$ cat config.mk
export PLATFORM = sky130hd
export DESIGN_NAME = hazard_controller
export DESIGN_NICKNAME = d
export VERILOG_FILES = /design/src/rtl/hazard_controller_pkg.sv /design/src/rtl/hazard_controller_forward_unit.sv /design/src/rtl/hazard_controller.sv
export SDC_FILE = /design/constraint.sdc
export NUM_CORES = 1
export LEC_CHECK = 0
export BUFFER_PORTS_ARGS = -buffer_cell sky130_fd_sc_hd__buf_2
export CAP_MARGIN = 5
export CORE_MARGIN = 1
export CORE_UTILIZATION = 37
export CTS_BUF_LIST = sky130_fd_sc_hd__clkbuf_8
export CTS_CLUSTER_SIZE = 16
export DETAILED_ROUTE_END_ITERATION = 16
export GPL_ROUTABILITY_DRIVEN = 0
export PLACE_DENSITY = 0.91
export RECOVER_POWER = 100
export SYNTH_ARGS = -nofsm -noshare
export SYNTH_HDL_FRONTEND = slang
export SYNTH_HIERARCHICAL = 1
export SYNTH_SLANG_ARGS = --single-unit
$ cat constraint.sdc
create_clock -name clk -period 1.63 [get_ports clk]
set_clock_uncertainty 0.15 [all_clocks]
set_input_delay 0 -clock clk [delete_from_list [all_inputs] [get_ports clk]]
set_output_delay 0 -clock clk [all_outputs]
set_load 0.02 [all_outputs]
$ cat src/rtl/hazard_controller_pkg.sv
// Shared definitions for the hazard controller: FSM state encoding,
// forwarding select codes, the hard-wired zero register and the
// forwarding priority helper.
package hazard_controller_pkg;

  typedef enum logic {
    ST_RUN      = 1'b0,
    ST_LU_STALL = 1'b1
  } hz_state_t;

  localparam logic [1:0] FWD_REG = 2'b00;
  localparam logic [1:0] FWD_WB  = 2'b01;
  localparam logic [1:0] FWD_MEM = 2'b10;

  localparam logic [4:0] REG_ZERO = 5'd0;

  // MEM result is younger than WB, so it wins; $0 is never forwarded.
  function automatic logic [1:0] fwd_select(
    input logic [4:0] src,
    input logic [4:0] mem_rd,
    input logic       mem_regwrite,
    input logic [4:0] wb_rd,
    input logic       wb_regwrite
  );
    if (mem_regwrite && (mem_rd != REG_ZERO) && (mem_rd == src))
      return FWD_MEM;
    else if (wb_regwrite && (wb_rd != REG_ZERO) && (wb_rd == src))
      return FWD_WB;
    else
      return FWD_REG;
  endfunction

endpackage

$ cat src/rtl/hazard_controller_forward_unit.sv
// EX-stage operand forwarding selects. Purely combinational, one lane per
// source operand; can be reused for ID-stage branch-compare forwarding.
module hazard_controller_forward_unit
  import hazard_controller_pkg::*;
(
  input  logic [4:0] ex_rs,
  input  logic [4:0] ex_rt,
  input  logic [4:0] mem_rd,
  input  logic       mem_regwrite,
  input  logic [4:0] wb_rd,
  input  logic       wb_regwrite,
  output logic [1:0] fwd_a,
  output logic [1:0] fwd_b
);

  logic [4:0] src_reg_num [2];
  logic [1:0] sel         [2];

  assign src_reg_num[0] = ex_rs;
  assign src_reg_num[1] = ex_rt;

  // One identical selector per operand lane.
  for (genvar gi = 0; gi < 2; gi++) begin : g_lane
    assign sel[gi] = fwd_select(src_reg_num[gi], mem_rd, mem_regwrite,
                                wb_rd, wb_regwrite);
  end

  assign fwd_a = sel[0];
  assign fwd_b = sel[1];

endmodule

$ cat src/rtl/hazard_controller.sv
// Pipeline interlock for the 5-stage MIPS core: load-use stall sequencing
// (LOAD_STALL_CYCLES bubbles per hazard), branch/jump redirect flushes and
// EX operand forwarding. Optional statistics counters are built only when
// HAZARD_STATS_EN is defined; otherwise the counter ports read zero.
module hazard_controller
  import hazard_controller_pkg::*;
#(
  parameter int unsigned LOAD_STALL_CYCLES = 1,
  parameter int unsigned CNT_W             = 32
) (
  input  logic             clk,
  input  logic             rst,
  input  logic [4:0]       id_rs,
  input  logic [4:0]       id_rt,
  input  logic             id_r1_used,
  input  logic             id_r2_used,
  input  logic [4:0]       ex_rs,
  input  logic [4:0]       ex_rt,
  input  logic [4:0]       ex_rd,
  input  logic             ex_regwrite,
  input  logic             ex_memread,
  input  logic             ex_redirect,
  input  logic [4:0]       mem_rd,
  input  logic [4:0]       wb_rd,
  input  logic             mem_regwrite,
  input  logic             wb_regwrite,
  output logic             pc_stall,
  output logic             ifid_stall,
  output logic             ifid_flush,
  output logic             idex_flush,
  output logic [1:0]       fwd_a,
  output logic [1:0]       fwd_b,
  output logic [CNT_W-1:0] stall_cycles,
  output logic [CNT_W-1:0] flush_events
);

  localparam logic [2:0] STALL_RELOAD = 3'(LOAD_STALL_CYCLES - 1);

  hz_state_t  state_reg, state_next;
  logic [2:0] cnt_reg, cnt_next;
  logic       lu_hit;
  logic       stall_raw, ifid_flush_raw, idex_flush_raw;
  logic [1:0] fwd_a_raw, fwd_b_raw;

  // Load in EX whose destination is read by the instruction in ID.
  assign lu_hit = ex_memread && ex_regwrite && (ex_rd != REG_ZERO) &&
                  ((id_r1_used && (ex_rd == id_rs)) ||
                   (id_r2_used && (ex_rd == id_rt)));

  // Next-state and Mealy control outputs; redirect overrides everything.
  always_comb begin
    state_next     = state_reg;
    cnt_next       = cnt_reg;
    stall_raw      = 1'b0;
    ifid_flush_raw = 1'b0;
    idex_flush_raw = 1'b0;
    if (ex_redirect) begin
      ifid_flush_raw = 1'b1;
      idex_flush_raw = 1'b1;
      state_next     = ST_RUN;
      cnt_next       = 3'd0;
    end else begin
      case (state_reg)
        ST_RUN: begin
          if (lu_hit) begin
            stall_raw      = 1'b1;
            idex_flush_raw = 1'b1;
            if (LOAD_STALL_CYCLES > 1) begin
              state_next = ST_LU_STALL;
              cnt_next   = STALL_RELOAD;
            end
          end
        end
        ST_LU_STALL: begin
          stall_raw      = 1'b1;
          idex_flush_raw = 1'b1;
          cnt_next       = cnt_reg - 3'd1;
          if (cnt_reg <= 3'd1) begin
            state_next = ST_RUN;
            cnt_next   = 3'd0;
          end
        end
        default: begin
          state_next = ST_RUN;
          cnt_next   = 3'd0;
        end
      endcase
    end
  end

  // State register with asynchronous reset back to RUN.
  always_ff @(posedge clk or posedge rst) begin
    if (rst) begin
      state_reg <= ST_RUN;
      cnt_reg   <= 3'd0;
    end else begin
      state_reg <= state_next;
      cnt_reg   <= cnt_next;
    end
  end

  hazard_controller_forward_unit u_forward_unit (
    .ex_rs        (ex_rs),
    .ex_rt        (ex_rt),
    .mem_rd       (mem_rd),
    .mem_regwrite (mem_regwrite),
    .wb_rd        (wb_rd),
    .wb_regwrite  (wb_regwrite),
    .fwd_a        (fwd_a_raw),
    .fwd_b        (fwd_b_raw)
  );

  // Outputs are forced low for as long as reset is held.
  assign pc_stall   = !rst && stall_raw;
  assign ifid_stall = !rst && stall_raw;
  assign ifid_flush = !rst && ifid_flush_raw;
  assign idex_flush = !rst && idex_flush_raw;
  assign fwd_a      = rst ? FWD_REG : fwd_a_raw;
  assign fwd_b      = rst ? FWD_REG : fwd_b_raw;

`ifdef HAZARD_STATS_EN
  localparam logic [CNT_W-1:0] CNT_ONE = {{(CNT_W-1){1'b0}}, 1'b1};

  logic [CNT_W-1:0] stall_cnt_reg;
  logic [CNT_W-1:0] flush_cnt_reg;

  // Free-running event counters; wrap naturally at 2^CNT_W.
  always_ff @(posedge clk or posedge rst) begin
    if (rst) begin
      stall_cnt_reg <= '0;
      flush_cnt_reg <= '0;
    end else begin
      if (pc_stall)    stall_cnt_reg <= stall_cnt_reg + CNT_ONE;
      if (ex_redirect) flush_cnt_reg <= flush_cnt_reg + CNT_ONE;
    end
  end

  assign stall_cycles = stall_cnt_reg;
  assign flush_events = flush_cnt_reg;
`else
  assign stall_cycles = '0;
  assign flush_events = '0;
`endif

endmodule
After elaboration in Yosys (flattened, before gate mapping)
Cells that the tools add are included.
Word-level totals
  memories kept: 0
  ROM bits: 0
  register bits: 4
  output and inout bits: 72
  bits in writable memories: 0
  logic and storage cells: 48
  bits of input ports: 44
  latch bits: 0
Operators by class
  multipliers: 0
  divide/modulo/power cells: 0
  reductions and logical operators: 20
  shift-type cells: 0
  order comparisons: 1
  $add $sub $neg: 1
  muxes and demuxes: 17
  bitwise logic cells: 1
  eq/ne operators: 6
Operators by type and width (number)
  $eq A5 B5 Y1: 6
  $reduce_bool A5 Y1: 3
  $logic_and A1 B1 Y1: 14
  $mux W1: 9
  $mux W3: 3
  $mux W2: 4
  $le A3 B1 Y1 const B: 1
  $sub A3 B1 Y3 const B: 1
  $pmux W1 S2: 1
  $reduce_bool A2 Y1: 1
  $logic_not A1 Y1: 1
  $logic_or A1 B1 Y1: 1
  $not A1 Y1: 1

Depth between registers and ports, before layout
Gate-level depths: netlist of the first run.
  depth after elaboration: 8
  gate-level depth with buffers: 5
  mapped depth without buffers: 5

Modules after synthesis
The synthesis of the first run kept the hierarchy.
By module, submodules not included
  hazard_controller: instances 1, cells each 116, area an instance 885.8 um^2, seq. area each 100.1 um^2
  hazard_controller_forward_unit: instances 1, cells each 34, area an instance 257.7 um^2, seq. area each 0.0 um^2

Worst setup path before layout of the first run
OpenSTA, ideal clock, no wires.
  kind: in2out
  start: input mem_rd[1]
  end: output fwd_a[0]
  stages: 5
  path slack: 153 ps
  required time: 1480 ps
  arrival time: 1327 ps
  path buffers: 0
  path through: or4_1 > o21ai_2 > nor4_1 > nor4_1 > nor2b_1
Between the ends
  word-level cells in the longest chain between the ends: 5
RTL lines
  from (decl): line hazard_controller.sv:23  | input logic [4:0] mem_rd,
  $reduce_bool A5 Y1: line hazard_controller_pkg.sv:25  | if (mem_regwrite && (mem_rd != REG_ZERO) && (mem_rd == src))
  $logic_and A1 B1 Y1: line hazard_controller_pkg.sv:25
  $logic_and A1 B1 Y1 *: line hazard_controller_pkg.sv:25
  $mux W2 *: line hazard_controller_pkg.sv:25
  named net fwd_a_raw[0]: line hazard_controller.sv:43  | logic [1:0] fwd_a_raw, fwd_b_raw;
  $mux W2 *: line hazard_controller.sv:118  | assign fwd_a = rst ? FWD_REG : fwd_a_raw;
  to (decl): line hazard_controller.sv:31  | output logic [1:0] fwd_a,
Mark *: on every way through the listed nets, which the timed path passes. The rest lies on a longest branch.

Worst setup path after layout of the first run
  start: input mem_rd[2]
  end: output fwd_a[0]
The elaborated chain is that of the path after synthesis.

==> results.py, run 1 <==
metrics = {
    "job": {
        "cap_viol_max_count": 0,
    },
    "grt": {
        "grt_start_max_net_pins": 9,
        "grt_pass1_wl_um": 3400,
        "grt_pass1_vias": 874,
        "grt_usage_pct": 13.6,
        "antenna_found_initial": 0,
        "grt-ovfl-total": 0,
    },
    "setup_path": {
        "endpoint_kind": "output pin",
        "path_class": "in -> out",
        "path_max_fanout": 2,
        "endpoint": "fwd_a[0]",
        "r2r-start": "cnt_reg[1]",
        "reg2regPathDepth": 5,
        "r2r_setup_slack_ps": 180,
        "crit_path_start": "mem_rd[2]",
        "cp_data_required_time_ps": 1480,
        "r2r_end": "cnt_reg[2]",
        "worstSetupStartpointType": "primary input",
        "arrival_ps": 1430,
    },
    "finish": {
        "area.growth.synth_to_final_pct": 16.0,
        "fin_area_um2": 1330,
        "drive_gt1_share_pct": 30.0,
        "largest_register_ffs": 3,
        "fillers": 292,
        "antenna_cells": 0,
        "fin_nets": 255,
    },
    "power_and_ir_drop": {
        "pwr-share-seq_pct": 15.8,
        "power_density_nw_per_um2": 478,
        "share_comb_of_total_power_pct": 52.2,
        "p_leak_nw": 0.695,
        "power.share.clock_pct": 32.0,
        "p_sw_share_pct": 42.9,
        "switching_power_w": 0.000272,
        "p_int_w": 0.000362,
        "ir_drop_mv": 0.172,
    },
    "cts": {
        "cts_buffer_depth": 2,
        "cts-htree-levels": 1,
        "clk_pin_slew_ps": 30,
        "cts_tree": "done",
        "cts_buffers": 3,
        "insertion_delay_ps": 210,
        "root_buffer": "clkbuf_8",
        "cts_sinks": 4,
    },
    "status": {
        "violations": "design-rule violations",
        "run_status": "finished, violations left",
    },
    "sta": {
        "setup_viol_count_final": 0,
        "fin_crit_ps": 1580,
        "rsz0062_at_grt": "true",
        "slew_viol_final": 0,
        "holdWs_ps": 185,
        "final_hold_viol_count": 0,
        "fin_crit_sh_pct": 96.9,
        "fmax_mhz": 633,
    },
    "logic_synthesis": {
        "synth_top_family_by_area": "buffers and inverters",
        "synth-simple-area-share_pct": 16.6,
        "ys_ff_latch": 4,
        "synth_area_per_cell_um2": 7.62,
        "ys_async_sr_fraction_pct": 100,
        "yosys_warnings": 6,
        "synthesis.area_um2": 1140,
        "synth_top_area_share_pct": 42.7,
        "synth-compound-area-share_pct": 5.14,
        "synth.area.top_cells": "buf_4 43%, xnor2_1 14%, xor2_1 9.2%",
        "synth_fa_ha_area_share_pct": 2.19,
        "synth_common_cells": "65 x buf_4, 18 x xnor2_1, 12 x xor2_1",
        "synth_edf_count": 0,
        "synth_cell_types": 24,
        "yosysSeqAreaShare_pct": 8.75,
        "synth_top_area_cell": "buf_4",
        "synth.most_common_cell": "buf_4",
        "postSynthCellCount": 150,
        "synth_mux_area_share_pct": 0,
        "synthFlopType": "dfrtp_1",
        "synth_xor_area_share_pct": 23.0,
    },
    "detailed_routing": {
        "drt-wirelength-per-cell_um": 9.37,
        "drcViolationCount": 9,
        "drtIter0Drc": 33,
        "viasPerCell": 3.96,
        "drtAntennaViolNets": 0,
        "wirelength_um": 2230,
        "vias": 943,
        "drtPass1Iterations": 12,
    },
    "placed_design": {
        "dpl_cell_area_um2": 1210,
        "io_buffers": 51,
        "hpwl_um": 1980,
    },
    "floorplan": {
        "die_w_um": 57.6,
        "dieArea_um2": 3320,
        "die_h_um": 57.6,
        "ios": 116,
        "rows": 19,
        "core_area_um2": 2850,
        "start_util_pct": 40.1,
    },
    "worst_hold_path": {
        "hold_class": "in -> async",
    },
}
cell families (layout without fill, tap and decap cells):
| logic type | count (synthesis) | after routing |
|---|---|---|
| other cells | 1 | 64 |
| simple gates | 34 | 34 |
| buf+inv | 69 | 63 |
| compound gates | 10 | 10 |
| fa+ha+maj | 2 | 2 |
| xor+xnor | 30 | 30 |
| flops | 4 | 4 |
critical path, stage by stage:
cell     delay, ps
buf_6           90
or4_4          540
o21ai_4        190
nor4_2          60
nor4_1         220
nor2b_2        200
buf_6          120
cells in the final DEF, fill, tap and decap left out:
| cell | netlist | final |
|---|---|---|
| xor2_1 | 12 | 12 |
| nand2b_1 | 1 | 1 |
| conb_1 | 1 | 64 |
| o21ai_1 | 1 | 1 |
| ha_1 | 2 | 2 |
| o21ai_0 | 4 | 4 |
| nand4_1 | 4 | 4 |
| o22ai_1 | 1 | 1 |
| nor3_1 | 1 | 1 |
| nor2_1 | 4 | 4 |
| nor4_1 | 5 | 2 |
| inv_1 | 4 | 4 |
| dfrtp_1 | 4 | 4 |
| nor2b_1 | 6 | 4 |
| xnor2_1 | 18 | 18 |
| buf_4 | 65 | 3 |
| and2_0 | 1 | 1 |
| buf_2 | 0 | 42 |
| o21ai_4 | 0 | 1 |
| a32oi_1 | 1 | 1 |
| nor4_2 | 1 | 4 |
| clkbuf_8 | 0 | 3 |
| nand2_1 | 7 | 7 |
| clkbuf_2 | 0 | 2 |
| dlygate4sd3_1 | 0 | 2 |
| a21oi_1 | 2 | 2 |
| clkbuf_1 | 0 | 3 |
| nand3_1 | 2 | 2 |
| or4_1 | 2 | 1 |
| or4_4 | 0 | 1 |
| nor2b_2 | 0 | 2 |
| buf_6 | 0 | 4 |
metal layers:
| layer | vias to the layer above | wire [um] | GRT usage (%) |
|---|---|---|---|
| li1 | 473 | - | - |
| met1 | 393 | 783 | 12.9 |
| met2 | 73 | 1200 | 26.4 |
| met3 | 4 | 206 | 3.17 |
| met4 | 0 | 36 | 7.67 |
| met5 | - | 0 | 0 |
cell type report:
class / instances / area, um^2 / share of cell area [%]
Sequential cell: 4 / 100 / 7.55
Timing Repair Buffer: 56 / 319 / 24.1
Multi-Input combinational cell: 140 / 812 / 61.2
Inverter: 4 / 15.0 / 1.13
Tap cell: 31 / 38.8 / 2.92
Clock buffer: 3 / 41.3 / 3.11
power groups by stage:
| stage | clock (W) | combinational [W] | sequential [W] |
|---|---|---|---|
| 2_1_floorplan | 0 | 0.000332 | 0.000101 |
| 3_3_place_gp | 0 | 0.000311 | 0.000101 |
| 3_5_place_dp | 0 | 0.000314 | 0.000101 |
| 4_1_cts | 0.000208 | 0.000319 | 0.000100 |
| 5_1_grt | 0.000219 | 0.000358 | 0.0000999 |
| 6_report | 0.000203 | 0.000331 | 0.000100 |
repair_timing:
item	in CTS	in global routing
hold buffers	2	0
pin swaps	0	5
hold endpoints to repair	5	0
gates resized for setup	2	12
cloned	0	0
setup endpoints to repair	2	4
buffers inserted	0	0
worst min-delay path by stage:
stage / endpoint / cells past startpoint / startpoint / slack (ps)
3_3_place_gp: cnt_reg[2] / 2 / rst / -180
6_report: state_reg / 3 / rst / 190
4_1_cts: state_reg / 3 / rst / 150
5_1_grt: cnt_reg[1] / 3 / rst / 200
2_1_floorplan: cnt_reg[0] / 1 / rst / -380
3_5_place_dp: cnt_reg[1] / 2 / rst / -170
per-stage QoR:
| step | util, % | setup slack [ps] | total power, W | cells | TNS (ps) |
|---|---|---|---|---|---|
| 2_1_floorplan | - | 153 | 0.000433 | 213 | 0 |
| 3_3_place_gp | 42.4 | 33.6 | 0.000412 | 233 | 0 |
| 3_5_place_dp | 42.4 | -7.51 | 0.000415 | 233 | -7.51 |
| 4_1_cts | 44.7 | 1.47 | 0.000627 | 238 | 0 |
| 5_1_grt | 46.5 | -14.8 | 0.000678 | 238 | -24.9 |
| 6_report | 46.5 | 50.8 | 0.000634 | 238 | 0 |
Power figures use the tool's default switching activity.
==> inputs of run 2 (changes only) <==
Settings changed: CORE_UTILIZATION 37 to 36, CTS_BUF_LIST sky130_fd_sc_hd__clkbuf_8 to sky130_fd_sc_hd__clkbuf_16, PLACE_DENSITY 0.91 to 0.89.
==> results.py, run 2 (synthesized netlist as in run 1, its figures left out) <==
metrics = {
    "detailed_routing": {
        "viasPerCell": 3.90,
        "wirelength_um": 2320,
        "drtAntennaViolNets": 0,
        "drcViolationCount": 0,
        "drtPass1Iterations": 5,
        "drt-wirelength-per-cell_um": 9.23,
        "drtIter0Drc": 28,
        "vias": 980,
    },
    "cts": {
        "cts_buffer_depth": 2,
        "cts-htree-levels": 1,
        "cts_tree": "done",
        "cts_sinks": 4,
        "root_buffer": "clkbuf_16",
        "clk_pin_slew_ps": 30,
        "insertion_delay_ps": 220,
        "cts_buffers": 3,
        "cts_setup_buffers": 0,
    },
    "job": {
        "cap_viol_max_count": 0,
    },
    "setup_path": {
        "worstPathCellList": "buf_6, or4_4, o21ai_4, nor4_4, nor4_2, nor2b_2, buf_6",
        "path_max_fanout": 2,
        "worstSetupStartpointType": "primary input",
        "arrival_ps": 1490,
        "cp_data_required_time_ps": 1480,
        "worst_path_largest_cell_delay_ps": 540,
        "endpoint_kind": "output pin",
        "path_class": "in -> out",
        "cp_slowest_cell": "or4_4",
        "critPathMostFrequentCell": "buf_6",
        "crit_family": "simple AND/OR/NAND/NOR gates",
        "path_buf_inv": 2,
    },
    "finish": {
        "area.growth.synth_to_final_pct": 21.6,
        "fin_area_um2": 1390,
        "largest_register_ffs": 3,
        "layout_common_cells": "64 x conb_1, 47 x buf_2, 18 x xnor2_1, 12 x xor2_1, 7 x nand2_1",
        "final_common_cell": "conb_1",
        "antenna_cells": 0,
        "drive_gt1_share_pct": 30.9,
        "fin_nets": 255,
        "fin_util_pct": 45.9,
        "fillers": 327,
        "layout.cells.non_filler": 251,
    },
    "placed_design": {
        "dp.cells": 246,
        "hpwl_um": 2010,
        "dpl_cell_area_um2": 1220,
        "io_buffers": 51,
    },
    "grt": {
        "grt_start_max_net_pins": 9,
        "antenna_found_initial": 0,
        "grt_usage_pct": 13.2,
        "grt-ovfl-total": 0,
        "grt_pass1_wl_um": 3440,
        "grt_pass1_vias": 908,
    },
    "sta": {
        "fmax_mhz": 609,
        "finalSetupTns_ps": -13.0,
        "setup_viol_count_final": 1,
        "fin_crit_ps": 1640,
        "final_hold_viol_count": 0,
        "rsz0062_at_grt": "true",
        "slew_viol_final": 0,
        "fin_ws_ps": -13.0,
        "fin_crit_sh_pct": 101,
    },
    "power_and_ir_drop": {
        "p_leak_nw": 0.723,
        "ir_drop_mv": 0.277,
        "power_density_nw_per_um2": 589,
    },
    "status": {
        "violations": "negative setup slack",
        "run_status": "finished, violations left",
    },
    "floorplan": {
        "core_area_um2": 3030,
        "die_h_um": 58.4,
        "ios": 116,
        "rows": 20,
        "die_w_um": 58.4,
        "dieArea_um2": 3410,
        "start_util_pct": 37.8,
    },
    "worst_hold_path": {
        "hold_class": "in -> async",
    },
}
[run 2: cell types whose count changed in the layout (fill, tap and decap cells not counted), sizes merged]
cell,previous run,this run
buf,49,53
clkbuf,8,4
[run 2: worst reg2reg max path: cells and delay by family (launching register included)]
| kind | cells | cell delay, ps |
|---|---|---|
| flops | 1 | 360 |
| compound gates | 3 | 500 |
| buf+inv | 1 | 100 |
| fa+ha+maj | 1 | 150 |
[run 2: what timing repair did]
item	4_1_cts	5_1_grt
hold buffers	2	0
gates resized for setup	2	11
endpoints found under the setup margin	2	2
cloned	0	0
pin swaps	1	6
endpoints found under the hold margin	5	0
[run 2: layer usage]
metal | GRT usage (%) | wire [um] | vias to the layer above
met1 | 12.9 | 778 | 438
met3 | 2.86 | 179 | 2
met2 | 27.6 | 1340 | 67
met5 | 0 | 0 | -
li1 | - | - | 473
met4 | 3.06 | 16 | 0
[run 2: power breakdown]
part	total [W]	switching, W	leakage (nW)	internal (W)
Sequential	0.000100	0	0.0559	0.000100
Combinational	0.000339	0.000234	0.630	0.000105
Clock	0.000380	0.0000668	0.0370	0.000313
Total	0.000819	0.000301	0.723	0.000519
[run 2: worst paths after layout]
| check | from | endpoint | slack (ps) | cells past startpoint |
|---|---|---|---|---|
| max in group asynchronous | rst | state_reg | 1010 | 3 |
| min in group clk | ex_regwrite | pc_stall | 230 | 4 |
| max reg2reg | cnt_reg[1] | cnt_reg[2] | 230 | 5 |
| min | rst | cnt_reg[1] | 150 | 3 |
| min reg2reg | cnt_reg[1] | cnt_reg[1] | 330 | 2 |
| max | mem_rd[2] | fwd_a[0] | -10 | 7 |
[run 2: per-stage QoR]
stage                     setup slack, ps  hold slack, ps  total power (W)
final                               -13.0             152         0.000819
after global routing                -46.8             186         0.000861
after CTS                           0.186             141         0.000804
after detailed placement            -21.8            -170         0.000415
after global placement               8.88            -169         0.000411
after floorplan                       153            -376         0.000433
[run 2: final cells by class]
type / instances / area [um^2] / share of cell area, %
Tap cell: 44 / 55.1 / 3.96
Inverter: 4 / 15.0 / 1.08
Timing Repair Buffer: 56 / 312 / 22.4
Sequential cell: 4 / 100 / 7.20
Clock buffer: 3 / 75.1 / 5.40
Multi-Input combinational cell: 140 / 833 / 59.9
==> inputs of run 3 (changes only) <==
--- a/constraint.sdc
+++ b/constraint.sdc
@@ -3,3 +3,3 @@
 set_input_delay 0 -clock clk [delete_from_list [all_inputs] [get_ports clk]]
 set_output_delay 0 -clock clk [all_outputs]
-set_load 0.02 [all_outputs]
+set_load 0.05 [all_outputs]
==> results.py, run 3 (synthesized netlist as in run 1, its figures left out) <==
metrics = {
    "sta": {
        "slew_viol_final": 0,
        "rsz0062_at_grt": "true",
        "holdWs_ps": 167,
        "fin_crit_ps": 1680,
        "fin_crit_sh_pct": 103,
        "fmax_mhz": 594,
        "fin_ws_ps": -53.3,
        "setup_viol_count_final": 2,
        "final_hold_viol_count": 0,
    },
    "finish": {
        "final_common_cell": "conb_1",
        "fin_nets": 258,
        "fin_util_pct": 46.3,
        "area.growth.synth_to_final_pct": 22.5,
        "antenna_cells": 0,
        "drive_gt1_share_pct": 31.9,
        "fin_area_um2": 1400,
        "layout_common_cells": "64 x conb_1, 42 x buf_2, 18 x xnor2_1, 12 x xor2_1, 7 x nand2_1",
        "largest_register_ffs": 3,
    },
    "power_and_ir_drop": {
        "power.share.clock_pct": 37.1,
        "power_density_nw_per_um2": 725,
        "total_power_w": 0.00102,
        "p_int_w": 0.000523,
        "switching_power_w": 0.000493,
        "ir_drop_mv": 0.319,
        "pwr-share-seq_pct": 9.8,
        "p_leak_nw": 0.738,
        "share_comb_of_total_power_pct": 53.0,
        "p_sw_share_pct": 48.6,
    },
    "floorplan": {
        "core_area_um2": 3030,
        "die_w_um": 58.4,
        "rows": 20,
        "die_h_um": 58.4,
        "dieArea_um2": 3410,
        "ios": 116,
        "start_util_pct": 37.8,
    },
    "worst_hold_path": {
        "hold_class": "in -> async",
    },
    "setup_path": {
        "worst_path_largest_cell_delay_ps": 550,
        "path_class": "in -> out",
        "r2r-start": "cnt_reg[1]",
        "worstPathCellList": "buf_6, or4_4, o21ai_4, nor4_2, nor4_1, nor2b_2, buf_6",
        "path_buf_inv": 2,
        "endpoint_kind": "output pin",
        "r2r_setup_slack_ps": 160,
        "critPathMostFrequentCell": "buf_6",
        "reg2regPathDepth": 5,
        "r2r_end": "cnt_reg[2]",
        "cp_slowest_cell": "or4_4",
        "cp_data_required_time_ps": 1480,
        "arrival_ps": 1530,
        "crit_family": "simple AND/OR/NAND/NOR gates",
        "worstSetupStartpointType": "primary input",
        "path_max_fanout": 2,
    },
    "job": {
        "cap_viol_max_count": 0,
    },
    "cts": {
        "root_buffer": "clkbuf_16",
        "clk_pin_slew_ps": 30,
        "cts_buffers": 3,
        "cts-htree-levels": 1,
        "cts_tree": "done",
        "insertion_delay_ps": 220,
        "cts_sinks": 4,
        "cts_buffer_depth": 2,
    },
    "status": {
        "run_status": "finished, violations left",
        "violations": "negative setup slack",
    },
    "grt": {
        "antenna_found_initial": 0,
        "grt_usage_pct": 14.1,
        "grt_pass1_vias": 872,
        "grt_pass1_wl_um": 3710,
        "grt-ovfl-total": 0,
        "grt_start_max_net_pins": 9,
    },
    "placed_design": {
        "hpwl_um": 2090,
        "io_buffers": 51,
        "dpl_cell_area_um2": 1250,
        "pre_cts_slack_ps": -80.8,
    },
    "detailed_routing": {
        "viasPerCell": 3.93,
        "drt-wirelength-per-cell_um": 9.65,
        "vias": 998,
        "drtAntennaViolNets": 0,
        "drcViolationCount": 0,
        "wirelength_um": 2450,
        "drtIter0Drc": 19,
        "drtPass1Iterations": 4,
    },
}
-- run 3: cell types whose count changed in the layout (fill, tap and decap cells not counted), sizes merged --
cell	previous run	this run
buf	53	52
clkbuf	4	8
-- run 3: layout make-up --
| class | instances | area (um^2) |
|---|---|---|
| well taps | 44 | 55.1 |
| repair buffers | 59 | 353 |
| flip-flops and latches | 4 | 100 |
| clock buffers | 3 | 75.1 |
| fillers | 306 | 1630 |
| multi-input cells | 140 | 803 |
| inverters | 4 | 15.0 |
-- run 3: worst max path at each step --
| stage | start | end | slack, ps | cells past startpoint |
|---|---|---|---|---|
| after floorplan | mem_rd[1] | fwd_a[0] | 20 | 5 |
| after global placement | mem_rd[1] | fwd_a[0] | -90 | 7 |
| after detailed placement | mem_rd[1] | fwd_a[0] | -80 | 7 |
| after CTS | mem_rd[1] | fwd_b[0] | 3 | 7 |
| after global routing | mem_rd[2] | fwd_a[0] | -120 | 7 |
| final | mem_rd[2] | fwd_a[0] | -50 | 7 |
-- run 3: power by group through the flow --
stage / Sequential, W / Clock (W) / Combinational (W)
floorplan: 0.000101 / 0 / 0.000535
global placement: 0.000101 / 0 / 0.000512
detailed placement: 0.000101 / 0 / 0.000520
CTS: 0.000100 / 0.000380 / 0.000525
global route: 0.000100 / 0.000387 / 0.000569
finish: 0.000100 / 0.000377 / 0.000539
-- run 3: repair_timing --
item,CTS,global route
pin swaps,1,5
hold buffers,2,0
setup endpoints to repair,2,5
endpoints found under the hold margin,5,0
buffers inserted,0,1
gates resized for setup,4,9
-- run 3: through the flow --
step                      instances  TNS, ps
after detailed placement        248     -147
after floorplan                 213        0
after global placement          248     -125
final                           254    -86.0
after global routing            254     -242
after CTS                       253        0
-- run 3: metal layers --
metal,vias up,routed length (um),global-route usage (%)
met5,-,0,0
met4,0,38,5.10
met3,4,140,0.879
met2,65,1440,29.2
met1,448,835,14.6
li1,481,-,-
-- run 3: worst reg2reg max path: stages (launching register included) --
cell,delay [ps]
dfrtp_1,360
inv_1,90
ha_1,140
a21oi_1,40
o21ai_0,350
o21ai_0,180
